`config.mk`:
```
export PLATFORM = sky130hd
export DESIGN_NAME = dsm_bitstream_modulator
export DESIGN_NICKNAME = d
export VERILOG_FILES = /design/src/rtl/dsm_pkg.sv /design/src/rtl/dsm_bitstream_modulator_loop2.sv /design/src/rtl/dsm_bitstream_modulator.sv
export SDC_FILE = /design/constraint.sdc
export NUM_CORES = 1
export LEC_CHECK = 0
export CORE_ASPECT_RATIO = 1.1
export CORE_MARGIN = 10
export CORE_UTILIZATION = 35
export DETAILED_ROUTE_END_ITERATION = 12
export SYNTH_ARGS = -nofsm -noshare
export SYNTH_HDL_FRONTEND = slang
export SYNTH_HIERARCHICAL = 1
export SYNTH_SLANG_ARGS = --single-unit
```
`constraint.sdc`:
```
create_clock -name clk -period 6.8 [get_ports clk]
set_clock_uncertainty 0.1 [all_clocks]
set_input_delay 2.04 -clock clk [delete_from_list [all_inputs] [get_ports clk]]
set_output_delay 2.04 -clock clk [all_outputs]
set_load 0.1 [all_outputs]
```
`src/rtl/dsm_pkg.sv`:
```
// Shared definitions for the second-order delta-sigma bitstream modulator:
// default sizes, accumulator width derivation, FSM states and saturation.
package dsm_pkg;

  localparam int DATA_W_DEF   = 16;
  localparam int OSR_DEF      = 64;
  localparam int ACC_HEADROOM = 4;
  localparam int SAT_W        = 32;

  typedef enum logic {
    IDLE = 1'b0,
    RUN  = 1'b1
  } dsm_state_e;

  function automatic int acc_w_of(input int data_w);
    return data_w + ACC_HEADROOM;
  endfunction

  // Clamp a wide signed sum to the symmetric range of an acc_w-bit accumulator.
  function automatic logic signed [SAT_W-1:0] sat_acc(input logic signed [SAT_W-1:0] x,
                                                      input int acc_w);
    logic signed [SAT_W-1:0] lim;
    lim = $signed((32'd1 << (acc_w - 1)) - 32'd1);
    if (x > lim) begin
      return lim;
    end else if (x < -lim) begin
      return -lim;
    end else begin
      return x;
    end
  endfunction

endpackage

```
`src/rtl/dsm_bitstream_modulator_loop2.sv`:
```
// Error-feedback core with NTF = (1 - z^-1)^2: one iteration per enabled clock,
// registered 1-bit decision y (1 = +FS, 0 = -FS).
module dsm_loop2
  import dsm_pkg::*;
#(
  parameter int DATA_W = DATA_W_DEF,
  parameter int ACC_W  = acc_w_of(DATA_W)
) (
  input  logic              clk,
  input  logic              rst,
  input  logic              en,
  input  logic              clr,
  input  logic [DATA_W-1:0] u,
  output logic              y
);

  localparam logic signed [SAT_W-1:0] FS = SAT_W'(1) <<< (DATA_W - 1);

  logic signed [ACC_W-1:0] e1_q, e1_d, e2_q, e2_d;
  logic                    y_q, y_d;
  logic signed [SAT_W-1:0] u_ext, w, v;
  logic signed [ACC_W-1:0] e_acc;

  always_comb begin
    u_ext = SAT_W'($signed(u));
    w     = sat_acc(u_ext + (SAT_W'(e1_q) <<< 1) - SAT_W'(e2_q), ACC_W);
    v     = w[SAT_W-1] ? -FS : FS;
    e_acc = ACC_W'(sat_acc(w - v, ACC_W));
    e1_d  = e1_q;
    e2_d  = e2_q;
    y_d   = y_q;
    if (clr) begin
      e1_d = '0;
      e2_d = '0;
      y_d  = 1'b0;
    end else if (en) begin
      y_d  = ~w[SAT_W-1];
      e2_d = e1_q;
      e1_d = e_acc;
    end
  end

  always_ff @(posedge clk) begin
    if (rst) begin
      e1_q <= '0;
      e2_q <= '0;
      y_q  <= 1'b0;
    end else begin
      e1_q <= e1_d;
      e2_q <= e2_d;
      y_q  <= y_d;
    end
  end

  assign y = y_q;

endmodule

```
`src/rtl/dsm_bitstream_modulator.sv`:
```
// Second-order 1-bit delta-sigma modulator: two-stage sample buffer, per-sample
// OSR-clock frame counter, IDLE/RUN control, and the dsm_loop2 core.
module dsm_bitstream_modulator
  import dsm_pkg::*;
#(
  parameter int DATA_W = DATA_W_DEF,
  parameter int OSR    = OSR_DEF,
  parameter int ACC_W  = acc_w_of(DATA_W)
) (
  input  logic              clk,
  input  logic              rst,
  input  logic [DATA_W-1:0] in_data,
  input  logic              in_valid,
  output logic              in_ready,
  input  logic              stop,
  input  logic              clear_flags,
  output logic              dsm_out,
  output logic              sample_tick,
  output logic              busy,
  output logic              underrun
);

  localparam int              PH_W    = $clog2(OSR);
  localparam logic [PH_W-1:0] PH_LAST = PH_W'(OSR - 1);

  dsm_state_e        state_q, state_d;
  logic [PH_W-1:0]   phase_q, phase_d;
  logic [DATA_W-1:0] cur_q, cur_d;
  logic [DATA_W-1:0] nxt_q, nxt_d;
  logic              nxt_valid_q, nxt_valid_d;
  logic              in_ready_q, in_ready_d;
  logic              stop_pend_q, stop_pend_d;
  logic              tick_q, tick_d;
  logic              busy_q, busy_d;
  logic              underrun_q, underrun_d;

  logic accept, stop_req, under_set, loop_en, loop_clr;

  // Handshake: a sample transfers when in_valid & in_ready at a clk edge;
  // in_ready is the registered complement of nxt_valid, so it never depends
  // on in_valid in the same cycle.
  always_comb begin
    state_d     = state_q;
    phase_d     = phase_q;
    cur_d       = cur_q;
    nxt_d       = nxt_q;
    nxt_valid_d = nxt_valid_q;
    stop_pend_d = stop_pend_q;
    tick_d      = 1'b0;
    under_set   = 1'b0;
    loop_en     = 1'b0;
    loop_clr    = 1'b0;
    stop_req    = stop | stop_pend_q;
    accept      = in_valid & in_ready_q;

    case (state_q)
      IDLE: begin
        phase_d = '0;
        if (nxt_valid_q) begin
          cur_d       = nxt_q;
          nxt_valid_d = 1'b0;
          tick_d      = 1'b1;
          state_d     = RUN;
        end
      end
      RUN: begin
        loop_en = 1'b1;
        if (phase_q == PH_LAST) begin
          phase_d = '0;
          if (stop_req) begin
            state_d     = IDLE;
            cur_d       = '0;
            nxt_valid_d = 1'b0;
            stop_pend_d = 1'b0;
            loop_clr    = 1'b1;
          end else begin
            tick_d = 1'b1;
            if (nxt_valid_q) begin
              cur_d       = nxt_q;
              nxt_valid_d = 1'b0;
            end else begin
              under_set = 1'b1;
            end
          end
        end else begin
          phase_d = phase_q + PH_W'(1);
          if (stop) begin
            stop_pend_d = 1'b1;
          end
        end
      end
      default: state_d = IDLE;
    endcase

    // A stop boundary drops anything pending, including a same-cycle accept.
    if (accept && !loop_clr) begin
      nxt_d       = in_data;
      nxt_valid_d = 1'b1;
    end

    underrun_d = under_set ? 1'b1 : (clear_flags ? 1'b0 : underrun_q);
    in_ready_d = ~nxt_valid_d;
    busy_d     = (state_d == RUN);
  end

  always_ff @(posedge clk) begin
    if (rst) begin
      state_q     <= IDLE;
      phase_q     <= '0;
      cur_q       <= '0;
      nxt_q       <= '0;
      nxt_valid_q <= 1'b0;
      in_ready_q  <= 1'b1;
      stop_pend_q <= 1'b0;
      tick_q      <= 1'b0;
      busy_q      <= 1'b0;
      underrun_q  <= 1'b0;
    end else begin
      state_q     <= state_d;
      phase_q     <= phase_d;
      cur_q       <= cur_d;
      nxt_q       <= nxt_d;
      nxt_valid_q <= nxt_valid_d;
      in_ready_q  <= in_ready_d;
      stop_pend_q <= stop_pend_d;
      tick_q      <= tick_d;
      busy_q      <= busy_d;
      underrun_q  <= underrun_d;
    end
  end

  dsm_loop2 #(
    .DATA_W(DATA_W),
    .ACC_W (ACC_W)
  ) u_loop (
    .clk(clk),
    .rst(rst),
    .en (loop_en),
    .clr(loop_clr),
    .u  (cur_q),
    .y  (dsm_out)
  );

  assign in_ready    = in_ready_q;
  assign sample_tick = tick_q;
  assign busy        = busy_q;
  assign underrun    = underrun_q;

endmodule

```
==> results of run 1 <==
-- repair_timing --
item                       4_1_cts  5_1_grt
setup buffers                    0        3
setup endpoints to repair        0       19
gates resized for setup          0       30
-- path summary, 6_finish.rpt --
check / from / to / slack (ns) / cells after the start
hold / removal: phase_q[0]$_SDFF_PP0_ / phase_q[0]$_SDFF_PP0_ / 0.34 / 1
setup reg to reg: cur_q[15]$_SDFFE_PP0P_ / u_loop/e1_q[0]$_SDFFE_PP0P_ / 0.46 / 27
setup / recovery: cur_q[15]$_SDFFE_PP0P_ / u_loop/e1_q[0]$_SDFFE_PP0P_ / 0.46 / 27
hold reg to reg: phase_q[0]$_SDFF_PP0_ / phase_q[0]$_SDFF_PP0_ / 0.34 / 1
-- flip-flops by register name (all words and copies together), names as in the netlist --
name,flops
in_ready,1
nxt_q,16
stop_pend_q,1
underrun,1
busy,1
u_loop/e1_q,20
u_loop/e2_q,20
cur_q,16
sample_tick,1
u_loop/y,1
nxt_valid_q,1
phase_q,6
-- cell usage in the layout, fill, tap and decap left out, types with 6 or more instances in the layout --
master / Yosys / final
sky130_fd_sc_hd__fa_1: 23 / 23
sky130_fd_sc_hd__and2_1: 6 / 6
sky130_fd_sc_hd__clkbuf_16: 0 / 9
sky130_fd_sc_hd__xor2_1: 8 / 8
sky130_fd_sc_hd__o21ai_0: 18 / 16
sky130_fd_sc_hd__and3_1: 7 / 7
sky130_fd_sc_hd__nor2_1: 74 / 73
sky130_fd_sc_hd__nand2_1: 48 / 48
sky130_fd_sc_hd__xnor2_1: 11 / 11
sky130_fd_sc_hd__a21o_1: 8 / 8
sky130_fd_sc_hd__nor3_1: 14 / 13
sky130_fd_sc_hd__dfxtp_1: 85 / 84
sky130_fd_sc_hd__inv_1: 87 / 86
sky130_fd_sc_hd__clkdlybuf4s50_1: 0 / 25
sky130_fd_sc_hd__a21oi_2: 5 / 8
sky130_fd_sc_hd__ha_1: 29 / 28
sky130_fd_sc_hd__o31ai_2: 10 / 10
sky130_fd_sc_hd__o21bai_1: 6 / 6
sky130_fd_sc_hd__a22o_1: 16 / 16
sky130_fd_sc_hd__nand3_1: 12 / 12
sky130_fd_sc_hd__a21oi_1: 30 / 27
sky130_fd_sc_hd__buf_4: 0 / 27
sky130_fd_sc_hd__mux2i_1: 42 / 40
-- layout make-up --
cell class	count	area [um2]
clock inverter	7	81.3
tap	234	293
sequential	85	1700
clock buffer	9	225
timing repair buffer	53	464
inverter	88	337
multi-input combinational	489	3890
fill	1741	9960
-- stage by stage --
step	worst slack (ns)	util	hold slack (ns)	std cells
after CTS	0.0458	0.404	0.344	962
after detailed placement	0.0938	0.386	0.332	946
after global routing	0.0371	0.413	0.376	965
after global placement	0.165	0.386	0.328	946
after floorplan	0.607	-	0.313	695
final	0.457	0.413	0.340	965
-- critical path, stage by stage (launching register included) --
cell and delay, ns:
sky130_fd_sc_hd__dfxtp_1 0.38, sky130_fd_sc_hd__clkinvlp_4 0.26, sky130_fd_sc_hd__fa_1 0.60, sky130_fd_sc_hd__inv_1 0.05
sky130_fd_sc_hd__ha_2 0.36, sky130_fd_sc_hd__a211oi_2 0.24, sky130_fd_sc_hd__o21bai_1 0.13, sky130_fd_sc_hd__or4_1 0.51
sky130_fd_sc_hd__o221a_2 0.14, sky130_fd_sc_hd__nand2_1 0.12, sky130_fd_sc_hd__o211ai_1 0.13, sky130_fd_sc_hd__and2_4 0.19
sky130_fd_sc_hd__buf_4 0.15, sky130_fd_sc_hd__o21bai_1 0.16, sky130_fd_sc_hd__ha_1 0.36, sky130_fd_sc_hd__nor2b_1 0.13
sky130_fd_sc_hd__o21ai_0 0.08, sky130_fd_sc_hd__nand2b_1 0.10, sky130_fd_sc_hd__a21o_1 0.13, sky130_fd_sc_hd__a21oi_2 0.07
sky130_fd_sc_hd__fa_1 0.50, sky130_fd_sc_hd__nor4b_2 0.19, sky130_fd_sc_hd__nand2_1 0.11, sky130_fd_sc_hd__nor3_2 0.23
sky130_fd_sc_hd__mux2i_4 0.14, sky130_fd_sc_hd__buf_4 0.21, sky130_fd_sc_hd__a21o_1 0.18, sky130_fd_sc_hd__o31a_1 0.28
-- routing by layer --
metal	part of all wire	track usage
met3	0.045	0.0238
met1	0.47	0.171
met2	0.46	0.205
met5	0	0
met4	0.023	0.0607
-- cells by family (layout without fill, tap and decap cells) --
logic type               after synthesis  in the layout  synth area share
multiplexers                          43             43            0.0719
buffers and inverters                121            157            0.0882
XOR/XNOR                              19             19            0.0277
AND/OR/NAND/NOR                      205            205             0.166
adder cells (fa/ha/maj)               52             52             0.137
AO/OA/AOI/OAI                        170            170             0.226
flip-flops                            85             85             0.283
==> qor_table.md, run 1 <==
| Metric | This run |
|:---|:---|
| Worst Tran Pin Value | 1.06 ns |
| Wire length of the first global-routing pass | 24000 um |
| TritonCTS clock tree | done |
| Die area | 22800 um2 |
| Horiz. Die Dim | 145 um |
| Layout overhead on the synthesized area | 16.5% |
| Cell taking the most area after synthesis | sky130_fd_sc_hd__dfxtp_1 |
| Final setup viols | 0 |
| GRT Util Overall | 0.131 |
| Kind of start point of the critical path | flip-flop |
| Number of diodes added for antenna fixing | 0 |
| Clock-pin slew reported for the worst setup and hold paths after clock tree synthesis | 0.08 ns |
| Detail Route Antenna Nets | 0 |
| Crit path kind | reg2reg |
| Status | complete, no violations |
| Detailed Route Iter0 Violations | 277 |
| Time the worst path needs with I/O delays and setup | 6.34 ns |
| Number of buffers inserted by hold repair at cts | 0 |
| RSZ-0062 raised after global routing | no |
| Count leader, synth | sky130_fd_sc_hd__inv_1 |
| Placer's final routability congestion estimate | 0.890 |
| Post-synth top area share | 0.283 |
| Gr ovfl total | 0 |
| Maximum clock frequency | 158 MHz |
| Fin crit share | 0.933 |
| Signal arrival time at the worst endpoint | 6.48 ns |
| Per-instance average area after synthesis | 8.64 um2 |
| Final HPWL from detailed placement | 11100 um |
| Setup TNS Final | 0 ns |
| Largest net degree at the start of global routing | 38 |
| Buffers on Ports | 25 |
| Ys flop type | sky130_fd_sc_hd__dfxtp_1 |
| Count of unresolved DRC violations after routing | 0 |
| YS warnings | 6 |
| Hold Path Class | reg2reg |
| Initial Util | 0.354 |
| Sequential share of the synthesized area | 0.283 |
| Via-to-Cell Ratio | 5.17 |
| Fraction of registers with async set or reset after synthesis | 0 |
| Nets | 799 |
| Clock sinks | 85 |
| Ranking of synthesized cells by instance count | sky130_fd_sc_hd__inv_1 (87), sky130_fd_sc_hd__dfxtp_1 (85), sky130_fd_sc_hd__nor2_1 (74) |
| Synthesized net count | 768 |
| Vias in the first global route | 4844 |
| Post-DR wirelength/cell | 15.1 um |
| Buffer type at the clock tree root | sky130_fd_sc_hd__clkbuf_16 |
| Clock Tree Buf Depth | 2 |
| Total standard cell area after synthesis | 6000 um2 |
| Clock insertion delay at the later pin of the skew report | 0.36 ns |
| Number of buffers added by the clock tree synthesis step | 9 |
| Area inside the core boundary | 17000 um2 |
| Placed cell area | 6540 um2 |
| Post-synthesis cell type count | 80 |
| Leading post-synthesis cells by cell area | sky130_fd_sc_hd__dfxtp_1 (28%), sky130_fd_sc_hd__fa_1 (7.7%), sky130_fd_sc_hd__mux2i_1 (7.0%) |
| Layout cell share with drive strength beyond 1 | 0.144 |
| Critical path endpoint category | flip-flop |
| Final Slew Violations | 0 |
| Mapped Cells | 695 |
| Final routed wirelength across all metal layers | 14500 um |
| Total vias in the final route | 4992 |
| Max-Cap Viols | 0 |
| Slew Limit Headroom | 0.292 |
| Post-route cell area | 7000 um2 |
| H-Tree Level Count | 3 |
| EDFF count, synth | 0 |
| Number of I/O pins | 26 |
| Site Rows | 50 |
| Count of TritonRoute iterations in the first routing pass | 5 |
| Die height | 157 um |
| Maximum fanout along the worst path | 9 |
| Antenna violations before repair | 0 |
| Register bit total from synthesis | 85 |
| Critical path data required time | 6.94 ns |
| Number of endpoints with negative hold slack in the final report | 0 |
Power of run 1 is not shown: default switching activity piles up to over one toggle a cycle in this logic, so the estimate is an artifact.
==> inputs of run 2 (changes only) <==
CORE_MARGIN = unset   (was 10)
==> run 2 against run 1 <==
  * Via count is 0.10% lower
  * Final area down 2.2%
  * Die area down 22%
  * Worst hold slack better by 0.0024 ns
  * Sequential cell count unchanged
  * Critical path type unchanged
  * Non-clock buffer count fell by 10
  * Utilization rose by 0.061 points
==> qor_table.md, run 2 (synthesized netlist as in run 1, its figures left out) <==
| Metric | This run | vs previous |
|:---|:---|:---|
| Gr ovfl total | 0 | unchanged |
| Horiz. Die Dim | 127 um | -12% |
| Initial Util | 0.363 | +0.00856 |
| Final cell count without fillers | 925 | -4.1% |
| Nets | 789 | -1.3% |
| Fin crit share | 0.943 | +0.00992 |
| Detail Route Antenna Nets | 0 | unchanged |
| Buffers on Ports | 25 | unchanged |
| Post-layout worst setup margin | 0.389 ns | -0.0675 ns |
| Buffer type at the clock tree root | sky130_fd_sc_hd__clkbuf_16 |  |
| Maximum clock frequency | 156 MHz | -1.1% |
| Count of TritonRoute iterations in the first routing pass | 5 | unchanged |
| Detailed Route Iter0 Violations | 260 | -6.1% |
| Antenna violations before repair | 0 | unchanged |
| Area inside the core boundary | 16600 um2 | -2.4% |
| Number of cells after detailed placement | 908 | -4.0% |
| Clock sinks | 85 | unchanged |
| Status | complete, no violations |  |
| GRT Util Overall | 0.173 | +0.0421 |
| Vias in the first global route | 4808 | -0.74% |
| Worst Tran Pin Value | 1.07 ns | +0.00670 ns |
| Clock insertion delay at the later pin of the skew report | 0.35 ns | about the same |
| Final routed wirelength across all metal layers | 14500 um | about the same |
| Signal arrival time at the worst endpoint | 6.54 ns | +0.06 ns |
| Worst hold margin | 0.343 ns | +0.00244 ns |
| Final Slew Violations | 0 | unchanged |
| Largest net degree at the start of global routing | 38 | unchanged |
| Total vias in the final route | 4987 | -0.10% |
| Post-DR wirelength/cell | 15.7 um | +4.3% |
| Number of buffers added by the clock tree synthesis step | 9 | unchanged |
| Clock Tree Buf Depth | 2 | unchanged |
| Slew Limit Headroom | 0.287 | -0.00446 |
| Max-Cap Viols | 0 | unchanged |
| Most common cell after layout, fill and taps aside | sky130_fd_sc_hd__inv_1 |  |
| Count of unresolved DRC violations after routing | 0 | unchanged |
| Critical path data required time | 6.93 ns | about the same |
| Critical path endpoint category | flip-flop |  |
| Die height | 139 um | -11% |
| Maximum fanout along the worst path | 9 | unchanged |
| Placer's final routability congestion estimate | 0.895 | +0.54% |
| Setup TNS Final | 0 ns | unchanged |
| Layout overhead on the synthesized area | 13.9% |  |
| Via-to-Cell Ratio | 5.39 | +4.2% |
| Die area | 17700 um2 | -22% |
| H-Tree Level Count | 3 | unchanged |
| Wire length of the first global-routing pass | 24400 um | +1.4% |
| Kind of start point of the critical path | flip-flop |  |
| TritonCTS clock tree | done |  |
| Worst setup slack before clock tree synthesis | 0.142 ns | +0.0478 ns |
| Number of endpoints with negative hold slack in the final report | 0 | unchanged |
| Number of diodes added for antenna fixing | 0 | unchanged |
| Most frequent cells in the layout | sky130_fd_sc_hd__inv_1 (87), sky130_fd_sc_hd__dfxtp_1 (84), sky130_fd_sc_hd__nor2_1 (74) |  |
| Final HPWL from detailed placement | 10800 um | -2.9% |
| Crit path kind | reg2reg |  |
| Final setup viols | 0 | unchanged |
| Clock-pin slew reported for the worst setup and hold paths after clock tree synthesis | 0.07 ns | about the same |
| Site Rows | 49 | -2.0% |
| Number of I/O pins | 26 | unchanged |
| Time the worst path needs with I/O delays and setup | 6.41 ns | +0.0675 ns |
| Leading registers by flop count | u_loop/e1_q: 20 flops, u_loop/e2_q: 20 flops |  |
| Hold Path Class | reg2reg |  |
| Layout cell share with drive strength beyond 1 | 0.119 | -0.0244 |
[run 2: cell count changes in the layout (fill, tap and decap cells not counted), moves of 2 or more]
cell	before	now
sky130_fd_sc_hd__o311ai_1	4	0
sky130_fd_sc_hd__clkinv_8	2	0
sky130_fd_sc_hd__o311ai_0	3	7
sky130_fd_sc_hd__clkinv_4	0	2
sky130_fd_sc_hd__a211oi_2	5	2
sky130_fd_sc_hd__a21oi_2	8	5
sky130_fd_sc_hd__o21ai_1	4	2
sky130_fd_sc_hd__a21oi_1	27	30
sky130_fd_sc_hd__buf_4	27	18
sky130_fd_sc_hd__o21ai_0	16	18
sky130_fd_sc_hd__a211oi_1	5	8
[run 2: metrics by stage]
stage	area (um2)	utilization
6_report	6840	0.413
5_1_grt	6840	0.413
4_1_cts	6750	0.408
3_5_place_dp	6440	0.389
3_3_place_gp	6440	0.389
2_1_floorplan	6000	-
[run 2: path summary, 6_finish.rpt]
path,slack (ns),to,from,depth (start not counted)
max,0.39,u_loop/e1_q[8]$_SDFFE_PP0P_,u_loop/e1_q[8]$_SDFFE_PP0P_,27
min,0.34,phase_q[0]$_SDFF_PP0_,phase_q[0]$_SDFF_PP0_,1
max reg2reg,0.39,u_loop/e1_q[8]$_SDFFE_PP0P_,u_loop/e1_q[8]$_SDFFE_PP0P_,27
min reg2reg,0.34,phase_q[0]$_SDFF_PP0_,phase_q[0]$_SDFF_PP0_,1
[run 2: what timing repair did]
action | in CTS | in global routing
endpoints found under the hold margin | 0 | 0
buffers inserted | 0 | 1
setup endpoints to repair | 0 | 19
resized for setup | 0 | 14
hold buffers | 0 | 0
[run 2: per-layer routing]
| layer | part of all wire | track usage | up-vias |
|---|---|---|---|
| met2 | 0.47 | 0.278 | 112 |
| met1 | 0.47 | 0.236 | 2367 |
| met3 | 0.039 | 0.0269 | 17 |
| li1 | - | - | 2491 |
| met5 | 0 | 0 | - |
| met4 | 0.017 | 0.0595 | 0 |
[run 2: worst max-delay path, cell delays in order, from the launching register on]
cell	delay, ns
sky130_fd_sc_hd__dfxtp_1	0.41
sky130_fd_sc_hd__inv_1	0.08
sky130_fd_sc_hd__fa_1	0.50
sky130_fd_sc_hd__inv_1	0.04
sky130_fd_sc_hd__ha_1	0.41
sky130_fd_sc_hd__a21oi_2	0.19
sky130_fd_sc_hd__o21a_4	0.17
sky130_fd_sc_hd__nor2_1	0.08
sky130_fd_sc_hd__or3_1	0.43
sky130_fd_sc_hd__a221o_1	0.39
sky130_fd_sc_hd__nor2_1	0.15
sky130_fd_sc_hd__a21o_2	0.24
sky130_fd_sc_hd__a21o_1	0.16
sky130_fd_sc_hd__inv_1	0.06
sky130_fd_sc_hd__fa_1	0.42
sky130_fd_sc_hd__nor2b_1	0.12
sky130_fd_sc_hd__o21ai_0	0.09
sky130_fd_sc_hd__nand2b_1	0.11
sky130_fd_sc_hd__a21o_1	0.12
sky130_fd_sc_hd__a21oi_1	0.08
sky130_fd_sc_hd__fa_1	0.50
sky130_fd_sc_hd__nor4b_1	0.22
sky130_fd_sc_hd__nand2_1	0.12
sky130_fd_sc_hd__nor3_2	0.26
sky130_fd_sc_hd__mux2i_4	0.18
sky130_fd_sc_hd__buf_4	0.19
sky130_fd_sc_hd__a221oi_1	0.36
sky130_fd_sc_hd__o31ai_2	0.08
[run 2: area by class of cell]
| cell class | count | area [um2] |
|---|---|---|
| clock buffers | 9 | 225 |
| fillers | 1699 | 9710 |
| inverters | 88 | 333 |
| clock inverters | 7 | 81.3 |
| repair buffers | 43 | 385 |
| multi-input cells | 489 | 3860 |
| flip-flops and latches | 85 | 1700 |
| well taps | 204 | 255 |
Power of run 2 is left out for the same reason.
==> inputs of run 3 (changes only) <==
CORE_MARGIN = 2   (was unset)
CORE_UTILIZATION = 45   (was 35)
==> run 3 against run 2 <==
  * Die area fell by 19%
  * Count of clock-buffer cells in the layout rose by 1
  * Cell count fell by 4.5%
  * Utilization rose by 10 points
  * Sequential cell count did not move
  * Final area fell by 1.2%
  * Non-clock buffer count rose by 1
  * Maximum frequency rose by 0.30%
  * First-iteration DRC count rose by 7.3%
  * Sequential share of layout area rose by 0.29 points
  * Worst setup slack improved by 0.019 ns
  * Critical path type unchanged
  * Largest cell class unchanged
  * Highest routed layer unchanged
==> qor_table.md, run 3 (synthesized netlist as in run 1, its figures left out) <==
| Metric | This run | vs previous |
|:---|:---|:---|
| Clock Tree Buf Depth | 2 | unchanged |
| Antenna violations before repair | 0 | unchanged |
| Status | complete, no violations |  |
| Largest stage delay on the critical path | 0.59 ns | +0.09 ns |
| Max-Cap Viols | 0 | unchanged |
| Final Slew Violations | 0 | unchanged |
| Hold depth | 1 | unchanged |
| Critical path endpoint category | flip-flop |  |
| Maximum fanout along the worst path | 18 | +9 |
| Layout Utilization | 0.516 | +0.103 |
| Vias in the first global route | 4970 | +3.4% |
| Total vias in the final route | 5107 | +2.4% |
| Initial Util | 0.458 | +0.0955 |
| Maximum clock frequency | 156 MHz | +0.30% |
| Count of unresolved DRC violations after routing | 0 | unchanged |
| Clock insertion delay at the later pin of the skew report | 0.35 ns | about the same |
| GRT Util Overall | 0.218 | +0.0442 |
| Die height | 125 um | -10% |
| Layout cell share with drive strength beyond 1 | 0.114 | -0.00571 |
| Post-layout worst setup margin | 0.409 ns | +0.0195 ns |
| Placer's final routability congestion estimate | 0.910 | +1.7% |
| Crit path kind | reg2reg |  |
| Nets | 790 | +0.13% |
| Worst setup slack before clock tree synthesis | -0.0648 ns | -0.206 ns |
| Number of I/O pins | 26 | unchanged |
| TritonCTS clock tree | done |  |
| Clock sinks | 85 | unchanged |
| Hold Path Class | reg2reg |  |
| Critical register-to-register path endpoint | u_loop/e1_q[13]$_SDFFE_PP0P_ |  |
| H-Tree Level Count | 3 | unchanged |
| Kind of start point of the critical path | flip-flop |  |
| Slew Limit Headroom | 0.273 | -0.0136 |
| Site Rows | 44 | -10% |
| Number of cells after detailed placement | 865 | -4.7% |
| Final routed wirelength across all metal layers | 14700 um | +1.5% |
| Time the worst path needs with I/O delays and setup | 6.39 ns | -0.0195 ns |
| Fillers | 1269 | -25% |
| Wire length of the first global-routing pass | 24600 um | +0.99% |
| Area inside the core boundary | 13100 um2 | -21% |
| Setup TNS Final | 0 ns | unchanged |
| RSZ-0062 raised after global routing | no |  |
| Layout overhead on the synthesized area | 12.6% |  |
| Final setup viols | 0 | unchanged |
| Clock-pin slew reported for the worst setup and hold paths after clock tree synthesis | 0.07 ns | about the same |
| Post-DR wirelength/cell | 16.7 um | +6.3% |
| Via-to-Cell Ratio | 5.78 | +7.3% |
| Number of buffers inserted by hold repair at cts | 0 | unchanged |
| Final cell count without fillers | 883 | -4.5% |
| Number of endpoints with negative hold slack in the final report | 0 | unchanged |
| Largest net degree at the start of global routing | 38 | unchanged |
| Detail Route Antenna Nets | 0 | unchanged |
| Most frequent cells in the layout | sky130_fd_sc_hd__inv_1 (87), sky130_fd_sc_hd__dfxtp_1 (84), sky130_fd_sc_hd__nor2_1 (74) |  |
| Worst reg2reg path depth | 25 | -7.4% |
| Detailed Route Iter0 Violations | 279 | +7.3% |
| Horiz. Die Dim | 114 um | -10% |
| Gr ovfl total | 0 | unchanged |
| Critical path data required time | 6.93 ns | about the same |
| Worst reg2reg path startpoint | cur_q[15]$_SDFFE_PP0P_ |  |
| Signal arrival time at the worst endpoint | 6.52 ns | -0.02 ns |
| Number of buffers added by the clock tree synthesis step | 9 | unchanged |
| Crit-path slowest cell | sky130_fd_sc_hd__fa_1 |  |
| Reg2Reg Setup Slack | 0.41 ns | +0.02 ns |
| Final HPWL from detailed placement | 11100 um | +3.2% |
| Worst Tran Pin Value | 1.09 ns | +0.0204 ns |
| Worst hold start | phase_q[0]$_SDFF_PP0_ |  |
| Buffers on Ports | 25 | unchanged |
| Die area | 14300 um2 | -19% |
| Fin crit share | 0.940 | -0.00287 |
| Worst Hold Path EP | phase_q[0]$_SDFF_PP0_ |  |
| Most common cell after layout, fill and taps aside | sky130_fd_sc_hd__inv_1 |  |
| Number of diodes added for antenna fixing | 0 | unchanged |
| Leading registers by flop count | u_loop/e1_q: 20 flops, u_loop/e2_q: 20 flops |  |
| Count of TritonRoute iterations in the first routing pass | 5 | unchanged |
| Buffer type at the clock tree root | sky130_fd_sc_hd__clkbuf_16 |  |
[run 3: changes by cell type in the layout (fill, tap and decap cells not counted), moves of 2 or more]
cell,before,now
sky130_fd_sc_hd__o311ai_0,7,5
sky130_fd_sc_hd__a221oi_1,6,8
sky130_fd_sc_hd__clkinvlp_4,0,2
sky130_fd_sc_hd__a221oi_2,2,0
[run 3: critical path, delay by kind of cell (launching register included)]
kind	cells	cell delay (ns)
adder cells (fa/ha/maj)	4	1.81
buffers and inverters	3	0.45
AO/OA/AOI/OAI	9	1.76
flip-flops	1	0.34
multiplexers	1	0.18
AND/OR/NAND/NOR	8	1.61
[run 3: metrics by stage]
step                      hold slack, ns  cell area, um2
after floorplan                    0.313            6000
after global placement             0.327            6400
after detailed placement           0.339            6400
after CTS                          0.349            6700
after global routing               0.361            6760
final                              0.342            6760
[run 3: worst max path at each step]
stage | start | to | slack, ns | cells past startpoint
2_1_floorplan | cur_q[1]$_SDFFE_PP0P_ | u_loop/e1_q[8]$_SDFFE_PP0P_ | 0.61 | 30
3_3_place_gp | u_loop/e1_q[6]$_SDFFE_PP0P_ | u_loop/e1_q[13]$_SDFFE_PP0P_ | 0.09 | 26
3_5_place_dp | cur_q[15]$_SDFFE_PP0P_ | u_loop/e1_q[13]$_SDFFE_PP0P_ | -0.06 | 26
4_1_cts | cur_q[15]$_SDFFE_PP0P_ | u_loop/e1_q[13]$_SDFFE_PP0P_ | 0.03 | 25
5_1_grt | u_loop/e1_q[6]$_SDFFE_PP0P_ | u_loop/e1_q[2]$_SDFFE_PP0P_ | 0.02 | 26
6_report | cur_q[15]$_SDFFE_PP0P_ | u_loop/e1_q[13]$_SDFFE_PP0P_ | 0.41 | 25
[run 3: metal layers]
| layer | vias to the layer above | wire, um | GRT usage |
|---|---|---|---|
| met5 | - | 0 | 0 |
| li1 | 2501 | - | - |
| met2 | 130 | 7070 | 0.354 |
| met4 | 0 | 512 | 0.0961 |
| met3 | 34 | 551 | 0.0378 |
| met1 | 2442 | 6620 | 0.282 |
[run 3: final cells by class]
cell class | count | area [um2] | share of cell area
multi-input cells | 489 | 3820 | 0.565
flip-flops and latches | 85 | 1700 | 0.252
repair buffers | 44 | 405 | 0.0600
inverters | 88 | 333 | 0.0492
clock buffers | 10 | 229 | 0.0339
well taps | 161 | 201 | 0.0298
clock inverters | 6 | 71.3 | 0.0105
[run 3: timing repair]
item | 4_1_cts | 5_1_grt
buffers inserted | 0 | 2
setup endpoints to repair | 2 | 19
pin swaps | 0 | 1
endpoints found under the hold margin | 0 | 0
gates resized for setup | 1 | 9
cloned | 0 | 0
Power of run 3 is left out for the same reason.
